`src/rtl/mont_pkg.sv`:
```
// rtl/mont_pkg.sv - shared state encoding and phase constants for the Montgomery sequencer
package mont_pkg;

  localparam logic [3:0] PH_HOLD  = 4'h8;
  localparam logic [3:0] PH_FIRST = 4'd0;
  localparam logic [3:0] PH_LAST  = 4'd5;

  typedef enum logic [2:0] {
    IDLE,
    ACCUM,
    RESOLVE,
    SUB,
    DONE
  } state_e;

endpackage

```
`src/rtl/mont_phase_cnt.sv`:
```
// rtl/mont_phase_cnt.sv - adder slice phase counter 0..PH_LAST with clear/freeze and last-phase flag
module mont_phase_cnt
  import mont_pkg::*;
(
  input  logic       clk,
  input  logic       resetn,
  input  logic       clear,
  input  logic       freeze,
  input  logic       step,
  output logic [3:0] phase,
  output logic       last
);

  logic [3:0] phase_q, phase_d;

  assign phase = phase_q;
  assign last  = (phase_q == PH_LAST);

  always_comb begin
    phase_d = phase_q;
    if (freeze) begin
      phase_d = PH_HOLD;
    end else if (clear) begin
      phase_d = PH_FIRST;
    end else if (step && phase_q != PH_HOLD) begin
      // a bare step past the last phase wraps so the counter never leaves 0..5
      phase_d = last ? PH_FIRST : phase_q + 4'd1;
    end
  end

  always_ff @(posedge clk or negedge resetn) begin
    if (!resetn) begin
      phase_q <= PH_HOLD;
    end else begin
      phase_q <= phase_d;
    end
  end

endmodule

```
`src/rtl/mont_seq_ctrl.sv`:
```
// rtl/mont_seq_ctrl.sv - accumulate / resolve / conditional-subtract sequencer for the Montgomery adder
module mont_seq_ctrl
  import mont_pkg::*;
#(
  parameter int N_BITS  = 512,
  parameter int DIGIT_W = 2,
  parameter int N_ITER  = 257,
  parameter int MAX_SUB = 4
) (
  input  logic               clk,
  input  logic               resetn,
  input  logic               start,
  input  logic [N_BITS-1:0]  a_in,
  input  logic               sub_done,
  output logic               busy,
  output logic               done,
  output logic               err,
  output logic [DIGIT_W-1:0] a_digit,
  output logic               acc_valid,
  output logic               c_doubleshift,
  output logic               subtract,
  output logic [3:0]         phase
);

  localparam int ITER_W = $clog2(N_ITER);
  localparam int PASS_W = $clog2(MAX_SUB);
  localparam logic [ITER_W-1:0] ITER_LAST = ITER_W'(N_ITER - 1);
  localparam logic [PASS_W-1:0] PASS_LAST = PASS_W'(MAX_SUB - 1);

  state_e              state_q, state_d;
  logic [N_BITS-1:0]   a_sr_q, a_sr_d;
  logic [ITER_W-1:0]   iter_q, iter_d;
  logic [PASS_W-1:0]   pass_q, pass_d;
  logic                busy_q, busy_d;
  logic                done_q, done_d;
  logic                err_q, err_d;
  logic                acc_valid_q, acc_valid_d;
  logic                cds_q, cds_d;
  logic                subtract_q, subtract_d;
  logic                ph_clear, ph_freeze, ph_step, ph_last;

  mont_phase_cnt u_phase_cnt (
    .clk    (clk),
    .resetn (resetn),
    .clear  (ph_clear),
    .freeze (ph_freeze),
    .step   (ph_step),
    .phase  (phase),
    .last   (ph_last)
  );

  assign busy          = busy_q;
  assign done          = done_q;
  assign err           = err_q;
  assign a_digit       = a_sr_q[DIGIT_W-1:0];
  assign acc_valid     = acc_valid_q;
  assign c_doubleshift = cds_q;
  assign subtract      = subtract_q;

  always_comb begin
    state_d     = state_q;
    a_sr_d      = a_sr_q;
    iter_d      = iter_q;
    pass_d      = pass_q;
    busy_d      = busy_q;
    done_d      = 1'b0;
    err_d       = err_q;
    acc_valid_d = acc_valid_q;
    cds_d       = cds_q;
    subtract_d  = subtract_q;
    ph_clear    = 1'b0;
    ph_freeze   = 1'b0;
    ph_step     = 1'b0;
    case (state_q)
      IDLE: begin
        if (start) begin
          a_sr_d      = a_in;
          iter_d      = '0;
          err_d       = 1'b0;
          busy_d      = 1'b1;
          acc_valid_d = 1'b1;
          cds_d       = 1'b1;
          state_d     = ACCUM;
        end
      end
      ACCUM: begin
        // exit is decided before incrementing, so iter never wraps and a_digit keeps its final value
        if (iter_q == ITER_LAST) begin
          acc_valid_d = 1'b0;
          cds_d       = 1'b0;
          ph_clear    = 1'b1;
          state_d     = RESOLVE;
        end else begin
          a_sr_d = a_sr_q >> DIGIT_W;
          iter_d = iter_q + 1'b1;
        end
      end
      RESOLVE: begin
        ph_step = 1'b1;
        if (ph_last) begin
          ph_clear   = 1'b1;
          pass_d     = '0;
          subtract_d = 1'b1;
          state_d    = SUB;
        end
      end
      SUB: begin
        ph_step = 1'b1;
        if (ph_last) begin
          if (sub_done || pass_q == PASS_LAST) begin
            err_d      = err_q | ~sub_done;
            done_d     = 1'b1;
            subtract_d = 1'b0;
            ph_freeze  = 1'b1;
            state_d    = DONE;
          end else begin
            pass_d   = pass_q + 1'b1;
            ph_clear = 1'b1;
          end
        end
      end
      DONE: begin
        busy_d    = 1'b0;
        ph_freeze = 1'b1;
        state_d   = IDLE;
      end
      default: begin
        busy_d      = 1'b0;
        acc_valid_d = 1'b0;
        cds_d       = 1'b0;
        subtract_d  = 1'b0;
        ph_freeze   = 1'b1;
        state_d     = IDLE;
      end
    endcase
  end

  always_ff @(posedge clk or negedge resetn) begin
    if (!resetn) begin
      state_q     <= IDLE;
      a_sr_q      <= '0;
      iter_q      <= '0;
      pass_q      <= '0;
      busy_q      <= 1'b0;
      done_q      <= 1'b0;
      err_q       <= 1'b0;
      acc_valid_q <= 1'b0;
      cds_q       <= 1'b0;
      subtract_q  <= 1'b0;
    end else begin
      state_q     <= state_d;
      a_sr_q      <= a_sr_d;
      iter_q      <= iter_d;
      pass_q      <= pass_d;
      busy_q      <= busy_d;
      done_q      <= done_d;
      err_q       <= err_d;
      acc_valid_q <= acc_valid_d;
      cds_q       <= cds_d;
      subtract_q  <= subtract_d;
    end
  end

endmodule

```
`config.mk`:
```
export PLATFORM = sky130hd
export DESIGN_NAME = mont_seq_ctrl
export DESIGN_NICKNAME = d
export VERILOG_FILES = /design/src/rtl/mont_pkg.sv /design/src/rtl/mont_phase_cnt.sv /design/src/rtl/mont_seq_ctrl.sv
export SDC_FILE = /design/constraint.sdc
export NUM_CORES = 1
export LEC_CHECK = 0
export BUFFER_PORTS_ARGS = -buffer_cell sky130_fd_sc_hd__buf_2
export CAP_MARGIN = 10
export CELL_PAD_IN_SITES_DETAIL_PLACEMENT = 1
export CELL_PAD_IN_SITES_GLOBAL_PLACEMENT = 2
export CORE_UTILIZATION = 34
export CTS_CLUSTER_DIAMETER = 150
export DETAILED_ROUTE_END_ITERATION = 10
export PLACE_DENSITY_LB_ADDON = 0.1
export SLEW_MARGIN = 20
export SYNTH_ARGS = -nofsm -noshare
export SYNTH_HDL_FRONTEND = slang
export SYNTH_SLANG_ARGS = --single-unit
export TNS_END_PERCENT = 30
```
`constraint.sdc`:
```
create_clock -name clk -period 3.3 [get_ports clk]
set_input_delay 0.825 -clock clk [delete_from_list [all_inputs] [get_ports clk]]
set_output_delay 0.825 -clock clk [all_outputs]
set_load 0.05 [all_outputs]
```
======== After elaboration in Yosys (flattened, before gate mapping) ========
Cells that the tools add are included.
operators by class
  bitwise operators ....................... 5
  reductions and logical operators ........ 19
  equal/unequal tests ..................... 15
  add/sub/neg operators ................... 3
  mux-type cells .......................... 42
operators by type and width
  operator               number
  $mux W512              2
  $pmux W512 S2          1
  $mux W9                2
  $pmux W9 S2            1
  $mux W1                16
  $mux W4                4
  $mux W3                5
  $pmux W3 S4            1
  $reduce_and A4 Y1      3
  $reduce_or A3 Y1       4
  $ne A2 B2 Y1 const B   5
  $add A9 B1 Y9 const B  1
  $eq A9 B9 Y1 const B   1
  $pmux W1 S3            3
  $eq A3 B2 Y1 const B   2
  $mux W2                3
  $pmux W1 S2            3
  $reduce_and A3 Y1      2
  $reduce_bool A2 Y1     3
  $reduce_and A5 Y1      1
  $add A4 B1 Y4 const B  1
  $eq A4 B3 Y1 const B   1
  $ne A2 B1 Y1 const B   2
  $ne A4 B4 Y1 const B   1
  13 further kinds       16
storage, ports and cells
  output and inout port bits .............. 12
  register bits after elaboration ......... 535
  input bits .............................. 516

======== Logic depth before layout (Yosys ltp) ========
Gate-level depths: netlist of run 1.
  word-level depth ........................ 7
  mapped depth ............................ 9
  depth with buffers taken out ............ 6

======== Modules after synthesis ========
A second synthesis of run 1 with hierarchy kept.
unflattened totals
  cell total of the unflattened synthesis .. 2932
  area total of the unflattened synthesis .. 24084.3 um2
by module, submodules not included
  module          area each (um2)  sequential area each (um2)  instances  cells each
  mont_seq_ctrl   23819.1          13287.7                     1          2902
  mont_phase_cnt  265.3            101.3                       1          30

======== Worst setup path before layout of run 1 ========
No wires, ideal clock.
  path kind ............................... input-to-reg
  from .................................... input start
  to ...................................... register a_sr_q[326]
  slack ................................... 1416 ps
  cell stages on the path ................. 6
  path buffers ............................ 3
  arrival ................................. 1754 ps
  cells stage by stage .................... nor2_1 a311oi_2 buf_2 buf_2 buf_2 a31oi_1
between the ends
  longest elaborated chain between the ends .. 2
RTL lines
  what                         line                  source
  start: declaration           mont_seq_ctrl.sv:12   input logic start,
  $ne A2 B2 Y1 (no line)       n/a
  $reduce_and A3 Y1 (no line)  n/a
  end signal: assignment       mont_seq_ctrl.sv:152  a_sr_q <= a_sr_d;
  end: declaration             mont_seq_ctrl.sv:31   logic [N_BITS-1:0] a_sr_q, a_sr_d;
Every way passes these cells.
A chain may end at the register's enable or synchronous reset.

======== Worst setup path after layout of run 1 ========
  from .................................... register iter_q[0]
  to ...................................... register a_sr_q[372]
between the ends
  longest elaborated chain between the ends .. 3
RTL lines
  what                         line                  source
  start: declaration           mont_seq_ctrl.sv:32   logic [ITER_W-1:0] iter_q, iter_d;
  start signal: assignment     mont_seq_ctrl.sv:153  iter_q <= iter_d;
  $eq A9 B9 Y1                 mont_seq_ctrl.sv:88   if (iter_q == ITER_LAST) begin
  $ne A2 B2 Y1 (no line)       n/a
  $reduce_and A3 Y1 (no line)  n/a
Every way passes these cells.

==> impl_metrics.tcl, run 1 <==
set metrics [dict create \
    netlist_area_um2 24100 \
    setup-tns-final_ps 0 \
    required_ps 3800 \
    routed_via_density 5.06 \
    rsz0062_at_grt "no" \
    end_kind "flop" \
    route.detailed.drc 0 \
    fin_crit_ps 2410 \
    htree_levels 3 \
    hold_viol 0 \
    cts_inserted_buffers 66 \
    synth_nets 3446 \
    cts_buffer_depth 3 \
    clk-insertion-delay-late_ps 590 \
    finClkSkew_ps 20.6 \
    crit_fanout 77 \
    grt_use_total_pct 21.4 \
    ios 528 \
    multi_input_area_um2 9630 \
    max_stage_delay_ps 570 \
    start_util_pct 34.4 \
    die_area_um2 71900 \
    fin_crit_sh_pct 73.0 \
    status "complete, no violations" \
    io_buffers 527 \
    p_comb_share_pct 6.9 \
    grt_max_degree 164 \
    layout-drive-gt1-share_pct 19.7 \
    tightest_slew_ps 720 \
    cts_tree "yes" \
    crit_path_start_kind "flop" \
    avgSynthCellArea_um2 8.24 \
    clock_sinks 535 \
    seqPwrFrac_pct 47.6 \
    drtPass1Iterations 5 \
    worstSetupPathType "reg -> reg" \
    vias 21867 \
    power_leakage_uw 0.0137 \
    p_clk_share_pct 45.5 \
    clk_pin_slew_ps 60 \
    synthTopCellsByArea "dfrtp_1 (55%), nand2_1 (16%), a31oi_1 (13%)" \
    antenna_found_initial 37 \
    netlist_instances 2924 \
    finalNonFillerCells 4322 \
    max_slew_margin_pct 52.0 \
    synthToLayoutAreaGrowth_pct 22.4 \
    switching_share_pct 23.8 \
    ir_drop_mv 0.316 \
    wire_per_inst_um 18.0 \
    drt_iter0_drc 1374 \
    grt_overflow 0 \
    synth_seq_cells 535 \
    ctsResizeCount 0 \
    cellPowerDensity_nw_per_um2 503 \
    ys_seq_area_share_pct 55.6 \
    chipWidth_um 268 \
    finalSetupViolCount 0 \
    die_y_um 268 \
    hold_path.class "in -> async" \
    place_congestion 0.807 \
    max-cap-violations 0 \
    cp_top_family "buffers and inverters" \
    cpMaxStageDelayCell "buf_4" \
    cts_setup_buffers 0 \
    dp_cells 4198 \
    finish.net_count 3848 \
    synth_cell_types 43 \
    clock-root-buffer "clkbuf_16" \
    synth_largest_area_cell "dfrtp_1" \
    rows 97 \
    seq_area_um2 13400 \
    grt_pass1_vias 22407 \
    crit_path_cell_trace "inv_1, ha_1, nor4b_2, a311oi_4, buf_12, buf_4, nor2_1, a31oi_1" \
    wl_mm 77.8 \
    yosys.area.top_type_share_pct 55.5 \
    ys_warn_count 0 \
    cts_hold_buf 0 \
    cp_data_arrival_time_ps 2910 \
    n_fill_cell 8490 \
    critPathBufInv 3 \
    p_switching_uw 3530 \
    p_int_uw 11300 \
    dpl.hpwl_mm 53.5 \
    core_um2 70000 \
    grt_pass1_wl_mm 122 \
    clock.fmax_ghz 0.415 \
    antenna_left 0 \
    final_max_slew_viol_count 0 \
]
## worst reg2reg max path, delay by kind of cell, from the launching register on
kind                     cells  cell delay, ps
AO/OA/AOI/OAI                2             610
adder cells (fa/ha/maj)      1             190
buffers and inverters        3             850
flip-flops                   1             360
AND/OR/NAND/NOR              2             340
## flip-flops by register name, summed over array words and instances (netlist names)
register,flops
iter_q,9
err,1
subtract,1
pass_q,2
busy,1
done,1
c_doubleshift,1
state_q,3
u_phase_cnt.phase,4
a_sr_q,512
## metrics by stage
step	util, %	hold slack (ps)	setup slack [ps]	total power, uW	area (um^2)
4_1_cts	42.1	156	855	15100	29400
5_1_grt	42.1	176	694	15500	29500
2_1_floorplan	-	463	1420	7550	24100
3_3_place_gp	39.3	486	775	8180	27500
6_report	42.1	180	891	14800	29500
3_5_place_dp	39.3	484	705	8220	27500
## final cells by class
cell class	count	share of cell area, %
multi-input cells	2148	32.7
repair buffers	568	11.1
clock buffers	102	6.43
flip-flops and latches	535	45.4
well taps	940	3.99
clock inverters	8	0.199
inverters	7	0.0891
diodes	14	0.119
## per-layer routing
layer | wire length, um | up-vias | track usage (%) | part of all wire, %
li1 | - | 10546 | - | -
met1 | 34100 | 10721 | 27.8 | 44
met2 | 37300 | 395 | 35.2 | 48
met3 | 3880 | 159 | 4.56 | 5.0
met4 | 2250 | 46 | 7.26 | 2.9
met5 | 297 | - | 0 | 0.38
## power groups by stage
stage | Combinational [uW] | Sequential, uW | Clock [uW]
floorplan | 427 | 7120 | 0
global placement | 1020 | 7160 | 0
detailed placement | 1050 | 7170 | 0
CTS | 1060 | 7060 | 6970
global route | 1170 | 7100 | 7210
finish | 1020 | 7060 | 6740
## worst paths after layout
check	startpoint	endpoint	slack [ps]	cells past startpoint
worst min-delay path	resetn	a_sr_q[406]	180	1
worst max register to register	iter_q[0]	a_sr_q[372]	890	8
max in group asynchronous	resetn	a_sr_q[492]	2200	3
worst min register to register	a_sr_q[510]	a_sr_q[510]	490	1
min in group clk	sub_done	err	470	2
worst max-delay path	iter_q[0]	a_sr_q[372]	890	8
## kinds of logic (layout without fill, tap and decap cells)
family	Yosys count	in the layout	synth area share, %
flops	535	535	55.6
simple gates	1589	1589	25.1
xor+xnor	3	3	0.109
mux	2	2	0.0883
fa+ha+maj	6	6	0.312
other cells	0	14	0
compound gates	548	548	14.3
buf+inv	241	685	4.53
## cells in the mapped netlist
library cell and n:
nor4b_2 2, or2_2 2, o221ai_1 1, nor2_1 525
a211o_1 1, a21o_1 1, or2_1 1, a22o_1 3
o21ai_0 9, or3b_1 1, nand3b_1 3, ha_1 6
a31oi_1 510, dfstp_2 1, o21ai_1 4, inv_1 7
nor2b_1 2, nand4_1 4, buf_6 1, mux2_2 1
nand2b_1 1, a21oi_1 10, o22ai_1 1, and3_1 1
buf_4 15, and2_1 1, nand3_1 8, xor2_1 2
xnor2_1 1, mux2i_1 1, nor3b_1 1, o311ai_0 1
dfrtp_1 534, buf_1 2, o31ai_1 3, and3b_1 1
o211ai_1 1, clkbuf_1 117, buf_2 99, nor3_1 2
a32o_1 2, nand2_1 1034, a311oi_2 1
## placed cells by master (no fill, tap or decap), types with 2 or more instances in the layout
| master | instances |
|---|---|
| nand3_1 | 8 |
| nor3_1 | 2 |
| dfrtp_1 | 534 |
| nor4b_2 | 2 |
| buf_2 | 526 |
| clkbuf_8 | 11 |
| xor2_1 | 2 |
| o21ai_0 | 9 |
| a32o_1 | 2 |
| nand2_1 | 1034 |
| nand3b_1 | 3 |
| diode_2 | 14 |
| nand4_1 | 4 |
| o21ai_1 | 4 |
| nor2_1 | 525 |
| a21oi_1 | 10 |
| buf_12 | 25 |
| buf_4 | 16 |
| inv_1 | 7 |
| nor2b_1 | 2 |
| or2_2 | 2 |
| clkinv_2 | 5 |
| clkbuf_1 | 25 |
| clkbuf_16 | 66 |
| ha_1 | 6 |
| inv_6 | 2 |
| a22o_1 | 3 |
| a31oi_1 | 510 |
| o31ai_1 | 3 |
No activity file was read; power rests on OpenSTA's default activity.
==> inputs of run 2 (changes only) <==
CORE_UTILIZATION = 29   (was 34)
clock period = 2.15 ns   (was 3.3 ns; I/O delays follow)
==> impl_metrics.tcl, run 2 (synthesized netlist as in run 1, its figures left out) <==
set metrics [dict create \
    status "complete, no violations" \
    cts_tree "yes" \
    worstSetupPathType "reg -> reg" \
    fin_crit_ps 2030 \
    finalNonFillerCells 4509 \
    stdcell_area_um2 30800 \
    dpl.hpwl_mm 60.2 \
    place_area_um2 28400 \
    grt_overflow 0 \
    finalSetupViolCount 0 \
    final_max_slew_viol_count 0 \
    hold_viol 0 \
    fin_crit_sh_pct 94.5 \
    vias 22039 \
    hold_ws_ps 169 \
    drt_iter0_drc 1128 \
    max_slew_margin_pct 57.9 \
    routed_via_density 4.89 \
    drtPass1Iterations 5 \
    final_common_cell "nand2_1" \
    end_kind "flop" \
    die_y_um 290 \
    hold_path.class "in -> reg" \
    clk-insertion-delay-late_ps 590 \
    chipWidth_um 290 \
    max_flop_register "a_sr_q" \
    antenna_found_initial 5 \
    worst_hold_startpoint "sub_done" \
    grt_max_degree 146 \
    crit_path_start_kind "flop" \
    grt_use_total_pct 19.7 \
    p_total_uw 23500 \
    r2r-start "state_q[0]" \
    cellPowerDensity_nw_per_um2 763 \
    finish.net_count 3910 \
    clock.fmax_ghz 0.492 \
    cts_buffer_depth 3 \
    htree_levels 3 \
    grt_pass1_vias 23472 \
    io_buffers 527 \
    crit_path_start "state_q[0]" \
    final_cell_mix "nand2_1 (1034), dfrtp_1 (534), buf_2 (526)" \
    clk_pin_slew_ps 60 \
    rsz0062_at_grt "no" \
    die_area_um2 84200 \
    place_congestion 0.794 \
    cp_data_arrival_time_ps 2530 \
    layout-drive-gt1-share_pct 21.3 \
    largest_reg_flops 512 \
    wire_per_inst_um 18.4 \
    clock_sinks 535 \
    ir_drop_mv 0.453 \
    required_ps 2650 \
    finClkSkew_ps 11.0 \
    rows 105 \
    start_util_pct 29.3 \
    max-cap-violations 0 \
    dp_cells 4383 \
    tightest_slew_ps 632 \
    route.detailed.drc 0 \
    clock-root-buffer "clkbuf_16" \
    grt_pass1_wl_mm 132 \
    crit_fanout 130 \
    synthToLayoutAreaGrowth_pct 27.6 \
    core_um2 82100 \
    antenna_left 0 \
    ios 528 \
    power_leakage_uw 0.0142 \
    wl_mm 83.1 \
    cts_inserted_buffers 67 \
]
run 2: power breakdown:
part           switching [uW]  leakage, uW  total (uW)  internal, uW
Sequential                272      0.00624       10800         10600
Clock                    4380      0.00103       10900          6550
Combinational             948      0.00692        1700           756
run 2: worst paths after layout:
check,endpoint,slack [ps],cells past startpoint
worst max-delay path,a_sr_q[137],120,4
worst min-delay path,err,170,2
worst max register to register,a_sr_q[137],120,4
worst min register to register,busy,500,2
max in group asynchronous,iter_q[2],820,3
min in group asynchronous,a_sr_q[257],490,2
run 2: per-stage QoR:
stage | setup TNS, ps | utilization (%) | worst slack, ps
after global routing | 0 | 37.4 | 0.462
after CTS | 0 | 37.4 | 24.8
after floorplan | 0 | - | 317
after detailed placement | -181 | 34.6 | -47.5
final | 0 | 37.5 | 118
after global placement | 0 | 34.6 | 29.8
run 2: layout make-up:
cell class	count	area [um^2]
repair buffers	629	4230
well taps	1070	1340
diodes	4	10.0
flip-flops and latches	535	13400
clock buffers	104	1980
multi-input cells	2148	9660
fillers	9830	51400
clock inverters	12	120
inverters	7	26.3
run 2: what timing repair did:
| action | 4_1_cts | 5_1_grt |
|---|---|---|
| endpoints found under the hold margin | 16 | 0 |
| setup buffers | 2 | 0 |
| pin swaps | 1 | 0 |
| hold buffers | 1 | 0 |
| endpoints found under the setup margin | 110 | 354 |
| gates resized for setup | 5 | 11 |
| gates cloned | 3 | 0 |
run 2: critical path: stages, from the launching register on:
cell     delay (ps)
dfrtp_1         460
or3b_4          440
buf_12          400
nand2_1         290
a31oi_1         230
run 2: layer usage:
layer,vias up,share of wire (%),GRT usage (%)
met5,-,0.016,0
met4,2,3.0,6.64
met3,119,3.7,2.67
met2,445,47,32.1
met1,10791,46,26.8
li1,10682,-,-
==> inputs of run 3 (changes only) <==
CELL_PAD_IN_SITES_DETAIL_PLACEMENT = not set   (was 1)
CELL_PAD_IN_SITES_GLOBAL_PLACEMENT = not set   (was 2)
CORE_UTILIZATION = 49   (was 29)
HOLD_SLACK_MARGIN = 0.08   (was not set)
PLACE_DENSITY = 0.76   (was not set)
PLACE_DENSITY_LB_ADDON = not set   (was 0.1)
REMOVE_ABC_BUFFERS = 1   (was not set)
==> impl_metrics.tcl, run 3 (synthesized netlist as in run 1, its figures left out) <==
set metrics [dict create \
    hold_ws_ps 175 \
    rows 80 \
    cellPowerDensity_nw_per_um2 743 \
    switching_share_pct 22.9 \
    n_fill_cell 4056 \
    fin_crit_ps 2040 \
    final_common_cell "nand2_1" \
    start_util_pct 50.0 \
    io_buffers 527 \
    layout-drive-gt1-share_pct 21.6 \
    r2r-start "iter_q[1]" \
    end_kind "flop" \
    drt_iter0_drc 1941 \
    crit_path_cell_trace "inv_1, ha_1, nor4b_4, a311oi_4, buf_12, buf_12, nor2_1, a31oi_1" \
    htree_levels 2 \
    final_cell_mix "nand2_1 (1034), dfrtp_1 (534), buf_2 (526)" \
    grt_max_degree 95 \
    wl_mm 64.1 \
    power_leakage_uw 0.0141 \
    pre_cts_slack_ps 19.0 \
    p_total_uw 22200 \
    core_um2 48100 \
    cts_buffer_depth 3 \
    reg2regPathDepth 8 \
    clk_pin_slew_ps 60 \
    finish.net_count 3912 \
    synthToLayoutAreaGrowth_pct 24.0 \
    wire_per_inst_um 15.7 \
    grt_use_total_pct 25.5 \
    p_int_uw 17100 \
    dpl.hpwl_mm 45.7 \
    ios 528 \
    r2r_end "a_sr_q[415]" \
    required_ps 2660 \
    crit_fanout 65 \
    clock.fmax_ghz 0.489 \
    cp_data_arrival_time_ps 2550 \
    p_switching_uw 5090 \
    final_max_slew_viol_count 0 \
    max_flop_register "a_sr_q" \
    antenna_left 0 \
    cpMaxStageDelayCell "dfrtp_1" \
    fin_crit_sh_pct 95.0 \
    status "complete, no violations" \
    route.detailed.drc 0 \
    max-cap-violations 0 \
    cts_tree "yes" \
    largest_reg_flops 512 \
    ir_drop_mv 0.742 \
    tightest_slew_ps 513 \
    die_y_um 224 \
    crit_path_frequent_cell "buf_12" \
    p_clk_share_pct 44.0 \
    endpoint "a_sr_q[415]" \
    rrSetupSlack_ps 110 \
    hold_viol 0 \
    insertedDiodeCount 0 \
    finClkSkew_ps 20.4 \
    drtPass1Iterations 6 \
    seqPwrFrac_pct 48.8 \
    chipWidth_um 224 \
    die_area_um2 50100 \
    crit_path_start "iter_q[1]" \
    vias 21906 \
    p_comb_share_pct 7.2 \
    crit_path_start_kind "flop" \
    place_congestion 0.887 \
    max_stage_delay_ps 370 \
    routed_via_density 5.36 \
    grt_pass1_wl_mm 104 \
    clock_sinks 535 \
    grt_overflow 0 \
    antenna_found_initial 2 \
    cts_inserted_buffers 55 \
    rsz0062_at_grt "yes" \
    clock-root-buffer "clkbuf_16" \
    max_slew_margin_pct 65.8 \
    clk-insertion-delay-late_ps 600 \
    finalSetupViolCount 0 \
    fin_ws_ps 107 \
    grt_pass1_vias 20676 \
    worstSetupPathType "reg -> reg" \
    hold_path.class "in -> reg" \
]
run 3: cell types whose count changed in the layout (fill, tap and decap cells not counted), moves of 3 or more:
cell,previous run,this run
clkbuf_1,23,12
buf_4,39,69
clkinvlp_4,1,4
buf_6,5,1
buf_12,48,37
bufinv_16,2,5
diode_2,4,0
bufbuf_16,3,0
clkbuf_16,69,59
run 3: through the flow:
| stage | utilization [%] | area [um^2] | std cells | setup TNS, ps |
|---|---|---|---|---|
| after global placement | 57.9 | 27900 | 3983 | 0 |
| final | 62.1 | 29900 | 4088 | 0 |
| after global routing | 62.1 | 29900 | 4088 | -86.5 |
| after floorplan | - | 23000 | 2690 | - |
| after detailed placement | 57.9 | 27900 | 3983 | 0 |
| after CTS | 61.8 | 29700 | 4083 | 0 |
run 3: worst max-delay path: cells and delay by family (launching register included):
family,cells,cell delay (ps)
and+or+nand+nor,2,230
adders and majority gates,1,180
DFF,1,370
AOI/OAI and AO/OA,2,530
buffers and inverters,3,610
run 3: layout make-up:
cell class | count | area (um^2) | area share [%]
multi-input combinational | 2148 | 9650 | 32.3
clock inverter | 20 | 246 | 0.825
clock buffer | 79 | 1610 | 5.38
inverter | 7 | 26.3 | 0.0879
timing repair buffer | 643 | 4140 | 13.9
sequential | 535 | 13400 | 44.8
tap | 656 | 821 | 2.75
run 3: layer usage:
metal,wire length [um],up-vias,track usage [%]
met5,26,-,0
met4,2000,4,9.08
met3,3900,130,4.08
met2,30100,728,41.0
met1,28100,10372,35.2
li1,-,10672,-
run 3: power groups by stage:
stage | Combinational, uW | Clock (uW) | Sequential, uW
4_1_cts | 1620 | 9930 | 10800
5_1_grt | 1820 | 10300 | 10900
6_report | 1600 | 9760 | 10800
2_1_floorplan | 727 | 0 | 11000
3_5_place_dp | 1610 | 0 | 11000
3_3_place_gp | 1580 | 0 | 11000
run 3: worst min-delay path by stage:
stage	slack (ps)	cells past startpoint	start	end
floorplan	240	0	resetn	a_sr_q[0]
global placement	410	1	resetn	a_sr_q[7]
detailed placement	410	1	resetn	a_sr_q[7]
CTS	140	2	sub_done	err
global route	180	2	a_in[511]	a_sr_q[511]
finish	180	2	sub_done	err
run 3: what timing repair did:
| item | in CTS | in global routing |
|---|---|---|
| gates resized for setup | 1 | 10 |
| setup endpoints to repair | 1 | 339 |
| buffers inserted | 0 | 3 |
| endpoints found under the hold margin | 70 | 0 |
| gates cloned | 0 | 2 |
| hold buffers | 1 | 0 |
| pin swaps | 0 | 1 |
